===== src/rtl/afifo_wr_arb_pkg.sv =====
// ---------------------------------------------------------------------------
// afifo_wr_arb_pkg
// Shared types and constants for the AFIFO write-side arbiter.
//   state_t        : arbiter FSM states (ST_IDLE, ST_BURST)
//   DEF_*          : default parameter values for afifo_wr_arb
//   STALL_CNT_W    : width of the full-stall statistic counter
// ---------------------------------------------------------------------------
package afifo_wr_arb_pkg;

    typedef enum logic [0:0] {
        ST_IDLE  = 1'b0,
        ST_BURST = 1'b1
    } state_t;

    localparam int DEF_DATA_WIDTH = 32;
    localparam int DEF_NUM_REQ    = 4;
    localparam int DEF_BURST_MAX  = 8;
    localparam int STALL_CNT_W    = 16;

endpackage : afifo_wr_arb_pkg


===== src/rtl/afifo_wr_arb_rr_pick.sv =====
// ---------------------------------------------------------------------------
// rr_pick
// Combinational round-robin picker. Returns the first set bit of 'req'
// searching upward from ptr+1 with wrap-around, so the requester at 'ptr'
// itself has the lowest priority.
//   req   in  N       request vector
//   ptr   in  IDX_W   index of the most recently served requester
//   idx   out IDX_W   selected requester (0 when nothing is found)
//   found out 1       at least one request bit is set
// ---------------------------------------------------------------------------
module rr_pick #(
    parameter int N     = 4,
    parameter int IDX_W = $clog2(N)
) (
    input  logic [N-1:0]     req,
    input  logic [IDX_W-1:0] ptr,
    output logic [IDX_W-1:0] idx,
    output logic             found
);

    // Walk the offsets from farthest to nearest so that the nearest valid
    // requester after ptr is the last (winning) assignment. One extra bit on
    // the candidate index lets ptr+offset exceed N-1 before the wrap.
    logic [IDX_W:0] cand;

    always_comb begin
        idx   = '0;
        found = 1'b0;
        cand  = '0;
        for (int off = N; off >= 1; off--) begin
            cand = {1'b0, ptr} + (IDX_W + 1)'(off);
            if (cand >= (IDX_W + 1)'(N)) begin
                cand = cand - (IDX_W + 1)'(N);
            end
            if (req[cand[IDX_W-1:0]]) begin
                idx   = cand[IDX_W-1:0];
                found = 1'b1;
            end
        end
    end

endmodule : rr_pick


===== src/rtl/afifo_wr_arb.sv =====
// ---------------------------------------------------------------------------
// afifo_wr_arb
// Round-robin arbiter sharing one AFIFO write port among NUM_REQ
// valid/ready requesters. A grant lasts until the requester marks its last
// beat or BURST_MAX beats have been written; the AFIFO full flag gates
// ready and write enable in the same cycle.
//
// Optional build macro: AFIFO_WR_ARB_STATS_EN
//   defined   -> stall_cnt counts BURST cycles where the granted requester
//                is valid but the FIFO is full (16-bit, saturating)
//   undefined -> stall_cnt is tied to zero
//
// Ports:
//   clk_wr     in  1                    write-domain clock
//   rst_wr     in  1                    synchronous active-high reset
//   req_valid  in  NUM_REQ              per-requester word valid
//   req_data   in  NUM_REQ*DATA_WIDTH   requester words, i at [i*DW +: DW]
//   req_last   in  NUM_REQ              final beat of a requester burst
//   req_ready  out NUM_REQ              per-requester accept
//   fifo_full  in  1                    AFIFO full flag
//   wr_en      out 1                    AFIFO write enable
//   wdata      out DATA_WIDTH           AFIFO write data
//   grant_id   out $clog2(NUM_REQ)      currently granted requester
//   busy       out 1                    high while a grant is held
//   stall_cnt  out 16                   full-stall statistic
// ---------------------------------------------------------------------------
module afifo_wr_arb
    import afifo_wr_arb_pkg::*;
#(
    parameter int DATA_WIDTH = DEF_DATA_WIDTH,
    parameter int NUM_REQ    = DEF_NUM_REQ,
    parameter int BURST_MAX  = DEF_BURST_MAX
) (
    input  logic                          clk_wr,
    input  logic                          rst_wr,
    input  logic [NUM_REQ-1:0]            req_valid,
    input  logic [NUM_REQ*DATA_WIDTH-1:0] req_data,
    input  logic [NUM_REQ-1:0]            req_last,
    output logic [NUM_REQ-1:0]            req_ready,
    input  logic                          fifo_full,
    output logic                          wr_en,
    output logic [DATA_WIDTH-1:0]         wdata,
    output logic [$clog2(NUM_REQ)-1:0]    grant_id,
    output logic                          busy,
    output logic [STALL_CNT_W-1:0]        stall_cnt
);

    localparam int IDX_W = $clog2(NUM_REQ);
    localparam int BC_W  = $clog2(BURST_MAX + 1);

    state_t           state;
    logic [IDX_W-1:0] rr_ptr;
    logic [BC_W-1:0]  beat_cnt;

    logic [IDX_W-1:0] pick_idx;
    logic             pick_found;
    logic             gnt_valid;
    logic             xfer;
    logic             burst_end;

    rr_pick #(
        .N     (NUM_REQ),
        .IDX_W (IDX_W)
    ) u_pick (
        .req   (req_valid),
        .ptr   (rr_ptr),
        .idx   (pick_idx),
        .found (pick_found)
    );

    // A beat moves only while a grant is held, the granted requester offers
    // a word and the FIFO has room. Reset masks it so nothing is written in
    // the reset cycle even if the FSM was mid-burst.
    assign gnt_valid = req_valid[grant_id];
    assign xfer      = (state == ST_BURST) && !rst_wr && gnt_valid && !fifo_full;
    assign burst_end = xfer && (req_last[grant_id] ||
                                (beat_cnt == BC_W'(BURST_MAX - 1)));

    // FSM: IDLE spends exactly one cycle choosing the next requester, BURST
    // holds that grant until last/BURST_MAX regardless of valid dropping.
    always_ff @(posedge clk_wr) begin
        if (rst_wr) begin
            state    <= ST_IDLE;
            rr_ptr   <= IDX_W'(NUM_REQ - 1);
            grant_id <= '0;
            beat_cnt <= '0;
            busy     <= 1'b0;
        end else begin
            case (state)
                ST_IDLE: begin
                    if (pick_found) begin
                        grant_id <= pick_idx;
                        beat_cnt <= '0;
                        busy     <= 1'b1;
                        state    <= ST_BURST;
                    end
                end
                ST_BURST: begin
                    if (xfer) begin
                        beat_cnt <= beat_cnt + 1'b1;
                    end
                    if (burst_end) begin
                        rr_ptr <= grant_id;
                        busy   <= 1'b0;
                        state  <= ST_IDLE;
                    end
                end
                default: begin
                    state <= ST_IDLE;
                    busy  <= 1'b0;
                end
            endcase
        end
    end

    // Write-port muxing: only the granted requester sees ready, and the data
    // path is forced to zero outside a live grant.
    always_comb begin
        req_ready = '0;
        wr_en     = xfer;
        wdata     = '0;
        if ((state == ST_BURST) && !rst_wr) begin
            req_ready[grant_id] = !fifo_full;
            wdata = req_data[int'(grant_id) * DATA_WIDTH +: DATA_WIDTH];
        end
    end

`ifdef AFIFO_WR_ARB_STATS_EN
    // Count cycles where the granted requester is blocked purely by the FIFO
    // being full; saturate rather than wrap so long stalls stay visible.
    logic [STALL_CNT_W-1:0] stall_q;

    always_ff @(posedge clk_wr) begin
        if (rst_wr) begin
            stall_q <= '0;
        end else if ((state == ST_BURST) && gnt_valid && fifo_full &&
                     (stall_q != {STALL_CNT_W{1'b1}})) begin
            stall_q <= stall_q + 1'b1;
        end
    end

    assign stall_cnt = stall_q;
`else
    assign stall_cnt = '0;
`endif

endmodule : afifo_wr_arb


===== config.mk =====
export PLATFORM = sky130hd
export DESIGN_NAME = afifo_wr_arb
export DESIGN_NICKNAME = d
export VERILOG_FILES = /design/src/rtl/afifo_wr_arb_pkg.sv /design/src/rtl/afifo_wr_arb_rr_pick.sv /design/src/rtl/afifo_wr_arb.sv
export SDC_FILE = /design/constraint.sdc
export NUM_CORES = 1
export LEC_CHECK = 0
export CAP_MARGIN = 20
export CORE_MARGIN = 2
export CORE_UTILIZATION = 30
export DETAILED_ROUTE_END_ITERATION = 10
export PLACE_DENSITY = 0.87
export SKIP_CTS_REPAIR_TIMING = 1
export SKIP_LAST_GASP = 1
export SYNTH_ARGS = -nofsm -noshare
export SYNTH_HDL_FRONTEND = slang
export SYNTH_SLANG_ARGS = --single-unit

===== constraint.sdc =====
create_clock -name clk_wr -period 4.55 [get_ports clk_wr]
set_input_delay 0.455 -clock clk_wr [delete_from_list [all_inputs] [get_ports clk_wr]]
set_output_delay 0.455 -clock clk_wr [all_outputs]
set_load 0.1 [all_outputs]

-- Word level (Yosys, flattened, before mapping)
Cells that the tools add are included.
- add/subtract/negate cells: 9
- multiply operators: 0
- div/mod/pow operators: 0
- order comparisons: 10
- equality and inequality tests: 4
- shift operators: 1
- mux-type cells: 37
- bitwise gates (word level): 2
- reductions and logical operators: 12
- operators with widths (cell ; number):
    128-bit by 8-bit indexed part select with 32-bit output ; 1
    32-bit two-way mux ; 1
    2-bit two-way mux ; 8
    2-bit by 3-bit < comparator with 1-bit output (second input constant) ; 5
    1-bit two-way mux ; 15
    1-bit binary-select mux with 2-bit select ; 6
    3-bit >= comparator (second input constant) ; 4
    4-bit two-way mux ; 3
    4-bit case mux with 2 select lines ; 1
    2-bit AND reduction ; 4
    2-bit by 1-bit subtractor with 2-bit output (second input constant) ; 4
    2-bit by 2-bit adder with 3-bit output (second input constant) ; 2
    1-bit logical AND ; 5
    4-bit by 1-bit adder with 4-bit output (second input constant) ; 1
    4-bit AND ; 1
    4-bit by 3-bit == test with 1-bit output (second input constant) ; 1
    2-bit by 1-bit inequality test with 1-bit output (second input constant) ; 2
    1-bit case mux with 2 select lines ; 2
    2-bit by 1-bit adder with 3-bit output (second input constant) ; 1
    2-bit by 3-bit adder with 3-bit output (second input constant) ; 1
    1-bit demux with 2-bit select ; 1
    2-bit by 1-bit >= comparator with 1-bit output (second input constant) ; 1
    1-bit zero test ; 2
    2-bit inequality test (second input constant) ; 1
    2 further kinds ; 2
- register bits after elaboration: 10
- latch bits: 0
- RAM bits: 0
- memory bits (read-only): 0
- bits of input ports: 139
- output and inout port bits: 56
- word-level logic and storage cells: 80
- memories kept: 0

-- Logic depth before layout (Yosys ltp)
- depth in word-level cells: 11
- gate-level depth with buffers: 5
- mapped depth without buffers: 5

-- Modules after synthesis
Synthesis repeated with hierarchy kept, for this count alone.
- cells, all modules: 171
- area, all modules: 1765.4 µm²
- by module, submodules not included (module ; times used ; cells an instance ; area each (µm²) ; sequential area each (µm²)):
    afifo_wr_arb ; 1 ; 157 ; 1674.1 ; 200.2
    rr_pick ; 1 ; 14 ; 91.3 ; 0.0

-- Least setup slack after synthesis
No wires, ideal clock.
- path type: register to output
- start point: register grant_id[0]
- end point: output req_ready[1]
- arrival: 4.528 ns
- data required time: 4.095 ns
- setup slack: -0.433 ns
- cell stages (with the launch flop): 5
- buffers on the path: 2
- path through: dfxtp_1 buf_6 buf_2 inv_1 nor4_1
- word-level cells in the longest chain between the ends: 6
- elaborated cells on any way between the ends: 7
- those cells by class: order compare (2); mux (3); bitwise (1); reduce/logical (1)
- RTL lines (item ; line ; source):
    start, declared ; afifo_wr_arb.sv:43 ; output logic [$clog2(NUM_REQ)-1:0] grant_id,
    start signal, assigned ; afifo_wr_arb.sv:92 ; grant_id <= pick_idx;
    2-bit by 3-bit < comparator with 1-bit output (not written as such) or 2-bit by 1-bit >= comparator with 1-bit output (tied branches) ; afifo_wr_arb.sv:123 ; req_ready[grant_id] = !fifo_full;
    1-bit logical AND (not written as such) ; afifo_wr_arb.sv:123 ;
    1-bit two-way mux (not written as such) ; afifo_wr_arb.sv:123 ;
    1-bit demux with 2-bit select * ; afifo_wr_arb.sv:123 ;
    4-bit AND (no source line) * ; - ;
    4-bit two-way mux * ; afifo_wr_arb.sv:122 ; if ((state == ST_BURST) && !rst_wr) begin
    end, declared ; afifo_wr_arb.sv:39 ; output logic [NUM_REQ-1:0] req_ready,
Mark *: on every way between the ends. The rest lies on a longest branch, timed or not.

-- Worst setup path after layout
- start point: register grant_id[0]
- end point: output wdata[23]
- word-level cells in the longest chain between the ends: 2
- RTL lines (item ; line ; source):
    128-bit by 8-bit indexed part select with 32-bit output ; afifo_wr_arb.sv:124 ; wdata = req_data[int'(grant_id) * DATA_WIDTH +: DATA_WIDTH];
    32-bit two-way mux ; afifo_wr_arb.sv:122 ;
    end, declared ; afifo_wr_arb.sv:42 ; output logic [DATA_WIDTH-1:0] wdata,
Every way passes these cells.

==> impl_metrics.py <==
metrics = {
    "power": {
        "max-vdd-ir-drop_mv": 0.182,
        "p_leak_nw": 1.32,
        "power_mw": 0.701,
        "power_density_nw_per_um2": 203,
    },
    "die": {
        "die_area_sq_um": 6300,
        "coreArea_sq_um": 5510,
        "die_w_microns": 79.4,
        "num_io_pins": 195,
        "start_util": 0.309,
        "die_h_microns": 79.4,
        "row_count": 27,
    },
    "synth": {
        "yosysSeqAreaShare": 0.117,
        "yosys.cell_types.count": 37,
        "syn_avg_cell_area_sq_um": 10.7,
        "synth_seq_cells": 10,
        "yosys_warnings": 0,
        "async_flop_share": 0,
        "synth.cell_area_sq_um": 1700,
        "synth_cells": 160,
        "synth-edff-count": 0,
        "synthFlopType": "dfxtp_1",
        "synth_area_leaders": "mux4_2 (41%), dfxtp_1 (12%), nor2b_1 (12%), buf_4 (7.9%), mux4_1 (4.6%)",
        "netlist.area_leader.share": 0.410,
        "synth_area_leader_cell": "mux4_2",
    },
    "detailed_routing": {
        "drt-wirelength-per-cell_microns": 18.4,
        "firstDrtPassIters": 4,
        "postRouteAntennaNets": 0,
        "routed_wirelength_mm": 7.44,
        "wl_met3_microns": 557,
        "dr_wl_met2_mm": 3.83,
        "top_layer": "met4",
        "vias": 2007,
        "wl_met1_mm": 2.83,
        "drc": 0,
        "viasPerCell": 4.97,
        "drt_iter0_markers": 68,
    },
    "worst_setup_path": {
        "worstSetupEndpoint": "wdata[23]",
        "rrSetupSlack_ns": 2.42,
        "end_kind": "primary output",
        "r2r_cells": 4,
        "crit_path_max_fanout": 23,
        "critical_path_class": "reg -> out",
        "cp-start-kind": "flop",
        "r2r-start": "grant_id[0]",
        "required_ns": 4.09,
        "arrival_ns": 2.40,
        "rr_endpoint": "rr_ptr[1]",
        "crit_start": "grant_id[0]",
    },
    "timing": {
        "fmax_mhz": 350,
        "rsz0062_at_grt": "false",
        "tns_ns": 0,
        "setup_viol_count_final": 0,
        "timing.final.crit_share": 0.628,
        "skew_ns": 0.00134,
        "fin_ws_ns": 1.69,
        "period_minus_slack_ns": 2.86,
        "hold_ws_ns": 0.467,
        "drv_slew": 0,
        "finalHoldViolCount": 0,
        "tightestPinTransition_ns": 0.974,
        "relSlewSlack": 0.349,
    },
    "placement": {
        "placed_cell_area_sq_um": 3390,
        "dp_cells": 400,
        "place_ws_ns": 1.82,
        "gp_congestion": 0.845,
        "detailed_place_hpwl_mm": 6.15,
        "port-buffer-count": 178,
    },
    "finish": {
        "fill_cells": 463,
        "diodes": 0,
        "final_core_util": 0.626,
        "drive_gt1_frac": 0.247,
        "layoutNonFillerInstCount": 404,
        "regArea_sq_um": 203,
        "fin_area_sq_um": 3450,
        "multi_input_area_sq_um": 1370,
        "final_nets": 473,
        "syn_to_final_growth_pct": 102,
    },
    "clock_network": {
        "cts_max_level": 1,
        "root_buffer": "clkbuf_8",
        "clkTransAtPathRegs_ns": 0.05,
        "cts_made_buffers": 3,
        "clk_path_buf_depth": 2,
        "cts_tree": "done",
        "clock_latency_ns": 0.24,
        "cts.sinks": 10,
    },
    "global_route": {
        "grt_overflow": 0,
        "antenna_found_initial": 0,
        "grt_use_total": 0.223,
        "grt_pass1_vias": 2074,
        "grt_max_degree": 40,
        "grt_pass1_wl_mm": 10.8,
    },
    "worst_hold_path": {
        "min_path_type": "reg -> reg",
    },
    "run_status": {
        "status": "finished clean",
    },
    "run": {
        "max_cap_viol_count": 0,
    },
}
-- state kept, by name, indices dropped and copies added (netlist names) --
register and cells:
busy 1, state 1, rr_ptr 2, beat_cnt 4, grant_id 2
-- per-layer routing --
layer	vias to the layer above	global-route usage
met2	102	0.406
met5	-	0
met3	18	0.0441
li1	921	-
met1	966	0.258
met4	0	0.0793
-- critical path: stages, from the launching register on --
cell and delay (ns):
dfxtp_2 0.78, buf_4 0.42, mux4_2 0.56, nor2b_1 0.15, buf_4 0.24
-- layout make-up --
cell class,instances,area share
clock buffers,4,0.0160
inverters,4,0.00435
multi-input cells,133,0.398
flip-flops and latches,10,0.0588
well taps,72,0.0261
repair buffers,181,0.496
-- cell usage after synthesis (2+ instances only) --
cell type / instances
nor2b_1: 32
mux4_2: 31
buf_4: 18
dfxtp_1: 10
nor2_1: 6
a21oi_1: 5
clkbuf_1: 5
nand2_1: 5
inv_1: 4
nand2b_1: 4
a211o_1: 3
buf_2: 3
mux4_1: 3
nand3_1: 3
nor3_1: 3
nor4_1: 3
and3_1: 2
-- report_power, final --
| part | leakage (nW) | switching (mW) | internal [mW] |
|---|---|---|---|
| registers | 0.0825 | 0.0116 | 0.0917 |
| logic | 1.21 | 0.279 | 0.207 |
| clock network | 0.0288 | 0.0352 | 0.0761 |
| total | 1.32 | 0.326 | 0.375 |
-- cells by family after synthesis --
group | count (synthesis) | share of synthesized area
AND/OR/NAND/NOR | 62 | 0.210
multiplexers | 36 | 0.468
buffers and inverters | 32 | 0.117
AO/OA/AOI/OAI | 16 | 0.0676
flip-flops | 10 | 0.117
XOR/XNOR | 2 | 0.0103
adder cells (fa/ha/maj) | 1 | 0.00734
other | 1 | 0.00220
-- cells in the final DEF (no fill, tap or decap), types with 2 or more instances in the layout --
cell type and count:
nor2b_1 32, buf_4 40, mux4_2 31, nand2b_1 4
mux4_1 3, nor2_1 6, nand2_1 5, a21oi_1 5
and3_1 2, clkbuf_8 4, dfxtp_2 2, conb_1 16
dfxtp_1 8, clkdlybuf4s50_1 141, a211o_1 3, inv_1 4
nor3_1 3, nor4_2 2, nand3_1 3
-- worst min path at each step --
stage,cells after the start,slack (ns),startpoint,endpoint
finish,1,0.47,busy,busy
global route,1,0.50,busy,busy
CTS,1,0.47,busy,busy
detailed placement,1,0.46,busy,busy
global placement,1,0.45,busy,busy
floorplan,2,0.46,beat_cnt[1],beat_cnt[1]
Power figures use the tool's default switching activity.
